## src/rtl/mio_bus_arbiter_pkg.sv

```systemverilog
// -----------------------------------------------------------------------------
// mio_bus_arbiter_pkg
// Shared definitions for the MIO bus arbiter: FSM state encoding, owner codes,
// the DMType code for a full-word access, and the two-way round-robin pick
// used by arb_rr2.
// -----------------------------------------------------------------------------
package mio_bus_arbiter_pkg;

    // Arbiter FSM states: one idle state plus one busy state per bus owner.
    typedef enum logic [1:0] {
        ST_IDLE     = 2'b00,
        ST_BUSY_CPU = 2'b01,
        ST_BUSY_DBG = 2'b10
    } arb_state_t;

    // Owner codes as seen on bus_owner and stored in last_owner.
    localparam logic OWNER_CPU = 1'b0;
    localparam logic OWNER_DBG = 1'b1;

    // DMType code for a 32-bit word access (same code as dm_word in
    // ctrl_encode_def.v). Debug/DMA accesses always use this code.
    localparam logic [2:0] DM_WORD = 3'b000;

    // Round-robin pick between the CPU (req[0]) and debug (req[1]) ports.
    // On a tie the port that did not win last time gets the bus.
    function automatic logic rr_pick(input logic [1:0] req, input logic last_owner);
        logic owner;
        owner = OWNER_CPU;
        case (req)
            2'b01:   owner = OWNER_CPU;
            2'b10:   owner = OWNER_DBG;
            2'b11:   owner = ~last_owner;
            default: owner = OWNER_CPU;
        endcase
        return owner;
    endfunction

endpackage

```

## src/rtl/mio_bus_arbiter_rr2.sv

```systemverilog
// -----------------------------------------------------------------------------
// arb_rr2
// Two-way round-robin picker, purely combinational.
// Ports:
//   req[1:0]    in   request vector, bit 0 = CPU, bit 1 = debug/DMA
//   last_owner  in   owner of the most recent grant (0 = CPU, 1 = debug)
//   gnt[1:0]    out  one-hot grant, all zero when nobody requests
//   owner       out  winning owner code (meaningful only when |gnt)
// -----------------------------------------------------------------------------
module arb_rr2
    import mio_bus_arbiter_pkg::*;
(
    input  logic [1:0] req,
    input  logic       last_owner,
    output logic [1:0] gnt,
    output logic       owner
);

    // Pick the winner, then turn it into a one-hot grant only if someone asked.
    always_comb begin
        owner = rr_pick(req, last_owner);
        gnt   = 2'b00;
        if (|req) begin
            gnt = (owner == OWNER_DBG) ? 2'b10 : 2'b01;
        end
    end

endmodule

```

## src/rtl/mio_bus_arbiter.sv

```systemverilog
// -----------------------------------------------------------------------------
// mio_bus_arbiter
// Shares the single MIO/data-memory bus between the CPU MEM stage and a
// debug/DMA port. Round-robin grant, one transaction at a time, each held
// until bus_ready or until the timeout counter expires. Freezes the CPU
// pipeline while its access is pending.
//
// Parameters:
//   TIMEOUT_CYCLES  busy cycles without bus_ready before a forced completion
//   CNT_W           width of the timeout counter
//   ERR_DATA        read data returned by a timed-out transaction
//
// Ports:
//   clk, rst                     clock, synchronous active-high reset
//   cpu_req/we/dmtype/addr/wdata CPU MEM-stage access (byte address)
//   cpu_rdata                    load data, valid in the cycle cpu_stall falls
//   cpu_stall                    pipeline freeze while the CPU access is pending
//   dbg_req/we/addr/wdata        debug/DMA word access, req held until dbg_ack
//   dbg_rdata, dbg_ack           registered read data and one-cycle ack
//   bus_req/we/dmtype/addr/wdata bus side of the granted transaction
//   bus_rdata, bus_ready         bus response
//   bus_owner                    0 = CPU, 1 = debug, valid while bus_req
//   bus_err                      one-cycle pulse when a transaction times out
//
// dbg_ack arrives in the IDLE cycle that follows a debug completion, so a
// debug requester must drop (or replace) dbg_req in the ack cycle; a request
// still standing then is taken as a new transaction.
// -----------------------------------------------------------------------------
module mio_bus_arbiter
    import mio_bus_arbiter_pkg::*;
#(
    parameter int          TIMEOUT_CYCLES = 255,
    parameter int          CNT_W          = 8,
    parameter logic [31:0] ERR_DATA       = 32'hDEAD_BEEF
) (
    input  logic        clk,
    input  logic        rst,

    input  logic        cpu_req,
    input  logic        cpu_we,
    input  logic [2:0]  cpu_dmtype,
    input  logic [31:0] cpu_addr,
    input  logic [31:0] cpu_wdata,
    output logic [31:0] cpu_rdata,
    output logic        cpu_stall,

    input  logic        dbg_req,
    input  logic        dbg_we,
    input  logic [31:0] dbg_addr,
    input  logic [31:0] dbg_wdata,
    output logic [31:0] dbg_rdata,
    output logic        dbg_ack,

    output logic        bus_req,
    output logic        bus_we,
    output logic [2:0]  bus_dmtype,
    output logic [31:0] bus_addr,
    output logic [31:0] bus_wdata,
    input  logic [31:0] bus_rdata,
    input  logic        bus_ready,
    output logic        bus_owner,
    output logic        bus_err
);

    // Counter value seen in the last allowed busy cycle.
    localparam logic [CNT_W-1:0] TMO_LAST = CNT_W'(TIMEOUT_CYCLES - 1);

    arb_state_t       state;
    arb_state_t       next_state;
    logic             last_owner;

    logic             lat_we;
    logic [2:0]       lat_dmtype;
    logic [31:0]      lat_addr;
    logic [31:0]      lat_wdata;
    logic [CNT_W-1:0] tmo_cnt;

    logic [1:0]       gnt;
    logic             gnt_owner;
    logic             grant;
    logic             busy;
    logic             timeout;
    logic             done;
    logic [31:0]      done_data;

    arb_rr2 u_rr2 (
        .req        ({dbg_req, cpu_req}),
        .last_owner (last_owner),
        .gnt        (gnt),
        .owner      (gnt_owner)
    );

    // Transaction status. bus_ready wins over the timeout when both land in
    // the same cycle, so a late but valid response is never reported as an
    // error.
    always_comb begin
        busy      = (state != ST_IDLE);
        grant     = (state == ST_IDLE) && (gnt != 2'b00);
        timeout   = busy && !bus_ready && (tmo_cnt == TMO_LAST);
        done      = busy && (bus_ready || timeout);
        done_data = bus_ready ? bus_rdata : ERR_DATA;
    end

    // Next-state logic: grant from IDLE, return to IDLE on completion. The
    // forced return through IDLE gives the other port a chance every time.
    always_comb begin
        next_state = state;
        case (state)
            ST_IDLE: begin
                if (grant) begin
                    next_state = (gnt_owner == OWNER_DBG) ? ST_BUSY_DBG : ST_BUSY_CPU;
                end
            end
            ST_BUSY_CPU,
            ST_BUSY_DBG: begin
                if (done) begin
                    next_state = ST_IDLE;
                end
            end
            default: next_state = ST_IDLE;
        endcase
    end

    // Bus side is driven only from the latched request and only while busy,
    // so requester changes after the grant never reach the bus. The CPU sees
    // its load data and the stall release in the completion cycle itself.
    always_comb begin
        bus_req    = busy;
        bus_we     = 1'b0;
        bus_dmtype = 3'b000;
        bus_addr   = 32'h0;
        bus_wdata  = 32'h0;
        bus_owner  = (state == ST_BUSY_DBG);
        bus_err    = timeout;
        cpu_rdata  = 32'h0;
        cpu_stall  = cpu_req;
        if (busy) begin
            bus_we     = lat_we;
            bus_dmtype = lat_dmtype;
            bus_addr   = lat_addr;
            bus_wdata  = lat_wdata;
        end
        if ((state == ST_BUSY_CPU) && done) begin
            cpu_rdata = done_data;
            cpu_stall = 1'b0;
        end
    end

    // FSM state register.
    always_ff @(posedge clk) begin
        if (rst) begin
            state <= ST_IDLE;
        end else begin
            state <= next_state;
        end
    end

    // Round-robin history; resets to debug so the CPU wins the first tie.
    always_ff @(posedge clk) begin
        if (rst) begin
            last_owner <= OWNER_DBG;
        end else if (grant) begin
            last_owner <= gnt_owner;
        end
    end

    // Request latch, written only at grant. Debug accesses are always words.
    always_ff @(posedge clk) begin
        if (rst) begin
            lat_we     <= 1'b0;
            lat_dmtype <= 3'b000;
            lat_addr   <= 32'h0;
            lat_wdata  <= 32'h0;
        end else if (grant) begin
            if (gnt_owner == OWNER_DBG) begin
                lat_we     <= dbg_we;
                lat_dmtype <= DM_WORD;
                lat_addr   <= dbg_addr;
                lat_wdata  <= dbg_wdata;
            end else begin
                lat_we     <= cpu_we;
                lat_dmtype <= cpu_dmtype;
                lat_addr   <= cpu_addr;
                lat_wdata  <= cpu_wdata;
            end
        end
    end

    // Timeout counter: cleared at every grant, counts busy cycles without a
    // response and stops once the timeout has fired.
    always_ff @(posedge clk) begin
        if (rst) begin
            tmo_cnt <= '0;
        end else if (grant) begin
            tmo_cnt <= '0;
        end else if (busy && !bus_ready && !timeout) begin
            tmo_cnt <= tmo_cnt + 1'b1;
        end
    end

    // Debug completion is reported one cycle late from registers; the read
    // data stays put until the next debug completion overwrites it.
    always_ff @(posedge clk) begin
        if (rst) begin
            dbg_ack   <= 1'b0;
            dbg_rdata <= 32'h0;
        end else begin
            dbg_ack <= (state == ST_BUSY_DBG) && done;
            if ((state == ST_BUSY_DBG) && done) begin
                dbg_rdata <= done_data;
            end
        end
    end

endmodule

```

## config.mk

```make
export PLATFORM = sky130hd
export DESIGN_NAME = mio_bus_arbiter
export DESIGN_NICKNAME = d
export VERILOG_FILES = /design/src/rtl/mio_bus_arbiter_pkg.sv /design/src/rtl/mio_bus_arbiter_rr2.sv /design/src/rtl/mio_bus_arbiter.sv
export SDC_FILE = /design/constraint.sdc
export NUM_CORES = 1
export LEC_CHECK = 0
export ABC_AREA = 1
export BUFFER_PORTS_ARGS = -buffer_cell sky130_fd_sc_hd__buf_4
export CAP_MARGIN = 10
export CORE_AREA = 2 2 118 120
export CTS_CLUSTER_SIZE = 28
export DETAILED_ROUTE_END_ITERATION = 16
export DIE_AREA = 0 0 120 122
export HOLD_SLACK_MARGIN = 0.05
export PLACE_DENSITY = 0.84
export SLEW_MARGIN = 20
export SYNTH_ARGS = -nofsm -noshare
export SYNTH_HDL_FRONTEND = slang
export SYNTH_SLANG_ARGS = --single-unit
```

## constraint.sdc

```tcl
create_clock -name clk -period 2.65 [get_ports clk]
set_input_delay 0.1325 -clock clk [delete_from_list [all_inputs] [get_ports clk]]
set_output_delay 0.1325 -clock clk [all_outputs]
set_load 0.02 [all_outputs]
```

==> results of run 1 <==
-- worst min-delay path by stage --
stage / from / end / slack (ns) / depth (start not counted)
2_1_floorplan: bus_rdata[4] / dbg_rdata[4] / 0.29 / 2
3_3_place_gp: bus_rdata[8] / dbg_rdata[8] / 0.39 / 3
3_5_place_dp: bus_rdata[24] / dbg_rdata[24] / 0.40 / 3
4_1_cts: bus_rdata[21] / dbg_rdata[21] / 0.05 / 3
5_1_grt: bus_rdata[10] / dbg_rdata[10] / 0.06 / 3
6_report: bus_rdata[21] / dbg_rdata[21] / 0.06 / 3
-- sequential cells by signal, summed over array words and instances (netlist names) --
register / count
dbg_rdata: 32
lat_addr: 32
lat_wdata: 32
tmo_cnt: 8
lat_dmtype: 3
state: 2
dbg_ack: 1
last_owner: 1
lat_we: 1
-- final cells by class --
type	count	area share
Clock buffer	11	0.03012
Inverter	97	0.04565
Multi-Input combinational cell	488	0.2976
Tap cell	180	0.02795
Clock inverter	3	0.002484
Sequential cell	112	0.2782
Timing Repair Buffer	334	0.3180
-- kinds of logic (layout without fill, tap and decap cells) --
logic type	after synthesis	after routing
AND/OR/NAND/NOR	336	336
AO/OA/AOI/OAI	146	146
buffers and inverters	151	445
XOR/XNOR	1	1
adder cells (fa/ha/maj)	5	5
flip-flops	112	112
-- stage by stage --
| step | setup slack, ns | util | hold slack, ns | instance area, um^2 | power, mW |
|---|---|---|---|---|---|
| 6_report | 0.3562 | 0.5968 | 0.06025 | 8059 | 4.885 |
| 5_1_grt | 0.2059 | 0.5968 | 0.06258 | 8059 | 5.143 |
| 4_1_cts | 0.3458 | 0.5968 | 0.05109 | 8059 | 4.916 |
| 3_5_place_dp | 0.5607 | 0.5647 | 0.3995 | 7626 | 3.649 |
| 3_3_place_gp | 0.6381 | 0.5647 | 0.3936 | 7626 | 3.618 |
| 2_1_floorplan | 1.001 | - | 0.2925 | 5269 | 2.978 |
-- per-layer routing --
layer,GRT usage,wire (um)
met1,0.2683,7096
met2,0.4180,8813
met3,0.06648,1772
met4,0.08015,335
met5,0,0
-- Yosys cell counts, drive strengths merged --
master,count,area [um^2]
nor2,264,998.5
a21oi,42,221.5
o22ai,3,18.77
ha,5,62.56
nand2,52,210.2
nand4,1,6.260
buf,26,160.2
xor2,1,8.760
inv,96,362.8
o21ai,35,175.2
clkbuf,28,105.1
a211oi,1,7.510
nor3,3,15.01
nand3,15,92.59
dfxtp,112,2242
nand3b,1,7.510
o32ai,65,569.3
clkinv,1,5.000
-- critical path: stages (launching register included) --
cell and delay [ns]:
sky130_fd_sc_hd__dfxtp_1 0.33, sky130_fd_sc_hd__inv_1 0.09, sky130_fd_sc_hd__ha_2 0.21, sky130_fd_sc_hd__buf_4 0.38
sky130_fd_sc_hd__buf_4 0.47, sky130_fd_sc_hd__nor2_1 0.14, sky130_fd_sc_hd__buf_4 0.18
-- power by group --
part           internal [mW]  switching (mW)  total, mW
logic                  0.657            1.01       1.67
clock network          0.652           0.593       1.25
registers               1.91          0.0642       1.97
total                   3.22            1.67       4.88
==> reports/results.ini, run 1 <==
[placement]
detailedPlacementHpwl_um=12820
place_inst=1194
place.port_buffers=306
globalplace.congestion=0.7969

[sta]
grt_setup_unrepaired=no
fin_tns_setup_ns=0
fin_worst_skew_ns=0.006006
max_slew.worst_pin.slew_ns=0.5022
maxSlewViolCount=0
layout_worst_path_cycle_share=0.8656
max_slew_margin=0.6652
setup-violations-final=0
final_hold_viol_count=0
fmax_mhz=436.0
min_tclk_post_route_ns=2.294

[yosys]
synth-compound-area-share=0.1883
yosys.area_share.xor_xnor=0.001662
synth_simple_gate_area_frac=0.2524
avgSynthCellArea_um2=7.016
seq_area_frac_synth=0.4256
yosys_reg_bits=112
synth_nets=926
synth-adder-area-share=0.01187
synth_top_family_by_area=simple AND/OR/NAND/NOR gates
syn-cell-area_um2=5269
gate_count_post_synth=751
post_synth_mux_area_share=0
netlist-cell-type-count=30
yosysWarningCount=0

[layout]
layout.area.seq_um2=2242
multi_input_area_um2=2399
layoutNonFillerInstCount=1225
fraction_of_final_layout_cells_with_drive_strength_greater_than_1=0.3292
syn_to_final_growth_pct=52.96
layout.cells.most_common=sky130_fd_sc_hd__buf_4
most_used_cells_in_the_layout_excluding_fill_and_tap_cells=sky130_fd_sc_hd__buf_4, sky130_fd_sc_hd__nor2_1, sky130_fd_sc_hd__dfxtp_1
final_net_count=1217
num_antenna_cells=0
n_fill_cell=1229

[route]
wire_per_inst_um=14.71
initialDrtViolationCount=440
drtAntennaViolNets=0
detailroute.via_count=6040
first_pass_iters=5
postRouteWirelength_um=18020
number_of_design_rule_violations_left_after_detail_routing=0
routed_via_density=4.931

[floorplanning]
die_h_um=122
boundaryPins=307
die-width_um=120
rows=43
start_util=0.3902
core_area_um2=13500
fp.dieArea_um2=14640

[outcome]
status=complete, no violations

[clock_network]
numCtsBuffers=9
path_clk_slew_ns=0.07
ctsLongestPathBuffers=2
cts-resized-gates=0
clk_root_buffer_cell=sky130_fd_sc_hd__clkbuf_16
cts_hold_buf=17
cts.htree.levels=3
clock_sinks=112
post_cts.repair.setup_buffers=0
tritoncts_clock_tree=built
clock_latency_ns=0.35

[global_routing]
via_count_of_the_first_global_routing_pass=5531
global_route.overflow_total=0
grt.total_usage=0.2342
initial_antenna_violation_count=0
grt_start_max_net_pins=66
grt_first_pass_wirelength_um=27460

[setup_path]
crit-reg2reg-launch=tmo_cnt[0]
regToRegSetupSlack_ns=0.54
worstSetupEndpointType=primary output
critical_path.startpoint=state[0]
worstRegToRegCells=10
start_kind=flip-flop
critical_path_class=flip-flop to primary output
timing.critical_path.fanout_max=39
timing.critical_path.to=bus_wdata[17]
crit_arrival_ns=2.16
critPathRequiredTime_ns=2.52
r2r_end=dbg_rdata[20]

[power]
power.leakage_nw=3.821
pwr_density_cell_nw_per_um2=606.1
power.ir.vdd_worst_v=0.0003076

[hold_path]
worstHoldPathType=primary input to flip-flop

[job]
max_cap_violations=0

Note: power is estimated with default switching activity, not from simulation.
==> run 2, diff against run 1 <==
- CORE_AREA: 2 2 118 120 -> 2 2 120 122
- CTS_BUF_LIST: default -> sky130_fd_sc_hd__clkbuf_8
- DIE_AREA: 0 0 120 122 -> 0 0 122 124
- PLACE_DENSITY: 0.84 -> 0.82
==> reports/results.ini, run 2 (synthesis results as in run 1) <==
[hold_path]
worstHoldPathType=primary input to flip-flop
hp-start=dbg_addr[3]

[setup_path]
timing.critical_path.fanout_max=68
critPathRequiredTime_ns=2.93
crit_arrival_ns=2.66
critical_path_class=flip-flop to flip-flop
crit-reg2reg-launch=state[0]
worstSetupEndpointType=flip-flop
critical_path.startpoint=state[0]
start_kind=flip-flop

[route]
first_pass_iters=5
wire_per_inst_um=15.01
postRouteWirelength_um=18690
drtAntennaViolNets=0
detailroute.via_count=6127
routed_via_density=4.921
initialDrtViolationCount=366
number_of_design_rule_violations_left_after_detail_routing=0

[sta]
fmax_mhz=420.9
max_slew.worst_pin.slew_ns=0.8063
maxSlewViolCount=0
fin_tns_setup_ns=0
fin_worst_skew_ns=0.01494
min_tclk_post_route_ns=2.376
grt_setup_unrepaired=no
layout_worst_path_cycle_share=0.8966
max_slew_margin=0.4625
fin_worst_hold_slack_ns=0.06912
setup-violations-final=0
final_hold_viol_count=0

[global_routing]
busiest_layer=met2
grt_start_max_net_pins=71
grt_first_pass_wirelength_um=27950
gr-usage-met1=0.2663
use_met3=0.06319
grtUsageMet2=0.4064
initial_antenna_violation_count=0
global_route.overflow_total=0
via_count_of_the_first_global_routing_pass=5714
grt.total_usage=0.2331

[layout]
most_used_cells_in_the_layout_excluding_fill_and_tap_cells=sky130_fd_sc_hd__buf_4, sky130_fd_sc_hd__nor2_1, sky130_fd_sc_hd__dfxtp_1
fraction_of_final_layout_cells_with_drive_strength_greater_than_1=0.3239
num_antenna_cells=0
layoutNonFillerInstCount=1245
syn_to_final_growth_pct=55.38
layout.cells.most_common=sky130_fd_sc_hd__buf_4
design_area_um2=8187
final_net_count=1236
top_regs=dbg_rdata x32, lat_addr x32, lat_wdata x32

[power]
power.ir.vdd_worst_v=0.0003252
pwr_density_cell_nw_per_um2=569.1
power.leakage_nw=3.879
design_power_total_mw=4.659

[clock_network]
ctsLongestPathBuffers=2
clk_root_buffer_cell=sky130_fd_sc_hd__clkbuf_8
numCtsBuffers=9
tritoncts_clock_tree=built
clock_latency_ns=0.38
path_clk_slew_ns=0.11
clock_sinks=112
cts.htree.levels=3
post_cts.repair.setup_buffers=0

[floorplanning]
start_util=0.3840
fp.dieArea_um2=15130
die_h_um=124
boundaryPins=307
core_area_um2=13720
rows=43
die-width_um=122

[placement]
globalplace.congestion=0.8228
detailed_place.area_um2=7631
place_inst=1193
place.port_buffers=306
detailedPlacementHpwl_um=12590

[job]
max_cap_violations=0

[outcome]
status=complete, no violations

[run 2: critical path, stage by stage (launching register included)]
cell	delay (ns)
sky130_fd_sc_hd__dfxtp_1	0.38
sky130_fd_sc_hd__inv_1	0.08
sky130_fd_sc_hd__ha_2	0.21
sky130_fd_sc_hd__inv_4	0.11
sky130_fd_sc_hd__a21oi_4	0.05
sky130_fd_sc_hd__nand2_2	0.05
sky130_fd_sc_hd__buf_4	0.61
sky130_fd_sc_hd__o32ai_1	0.16
sky130_fd_sc_hd__dlygate4sd3_1	0.59
[run 2: report_power, final]
group	switching, mW	internal [mW]	leakage, nW
logic	1.01	0.675	2.87
registers	0.0617	1.90	0.918
clock network	0.583	0.429	0.0948
total	1.65	3.01	3.88
[run 2: final timing paths]
| check | to | slack [ns] | cells past startpoint |
|---|---|---|---|
| worst min register to register | dbg_rdata[2] | 0.47 | 2 |
| worst max-delay path | lat_addr[5] | 0.27 | 8 |
| worst max register to register | lat_addr[5] | 0.27 | 8 |
| worst min-delay path | lat_addr[3] | 0.07 | 3 |
[run 2: repair_timing]
action | CTS | global route
endpoints found under the hold margin | 36 | 0
resized for setup | 0 | 0
hold buffers | 37 | 0
[run 2: layer usage]
metal,wire length [um],vias to the layer above,part of all wire
met4,578,0,0.031
met1,7317,2771,0.39
met3,1754,35,0.094
li1,-,3037,-
met2,9041,284,0.48
met5,0,-,0
[run 2: final cells by class]
type | instances | area, um^2
clock buffers | 9 | 123.9
clock inverters | 6 | 61.31
fillers | 1248 | 5533
inverters | 97 | 367.9
multi-input cells | 488 | 2399
flip-flops and latches | 112 | 2242
well taps | 180 | 225.2
repair buffers | 353 | 2768
[run 2: per-stage QoR]
stage	utilization	setup slack [ns]
finish	0.5967	0.2741
detailed placement	0.5562	0.8296
CTS	0.5967	0.3350
global route	0.5967	0.1520
global placement	0.5562	0.8724
floorplan	-	1.001
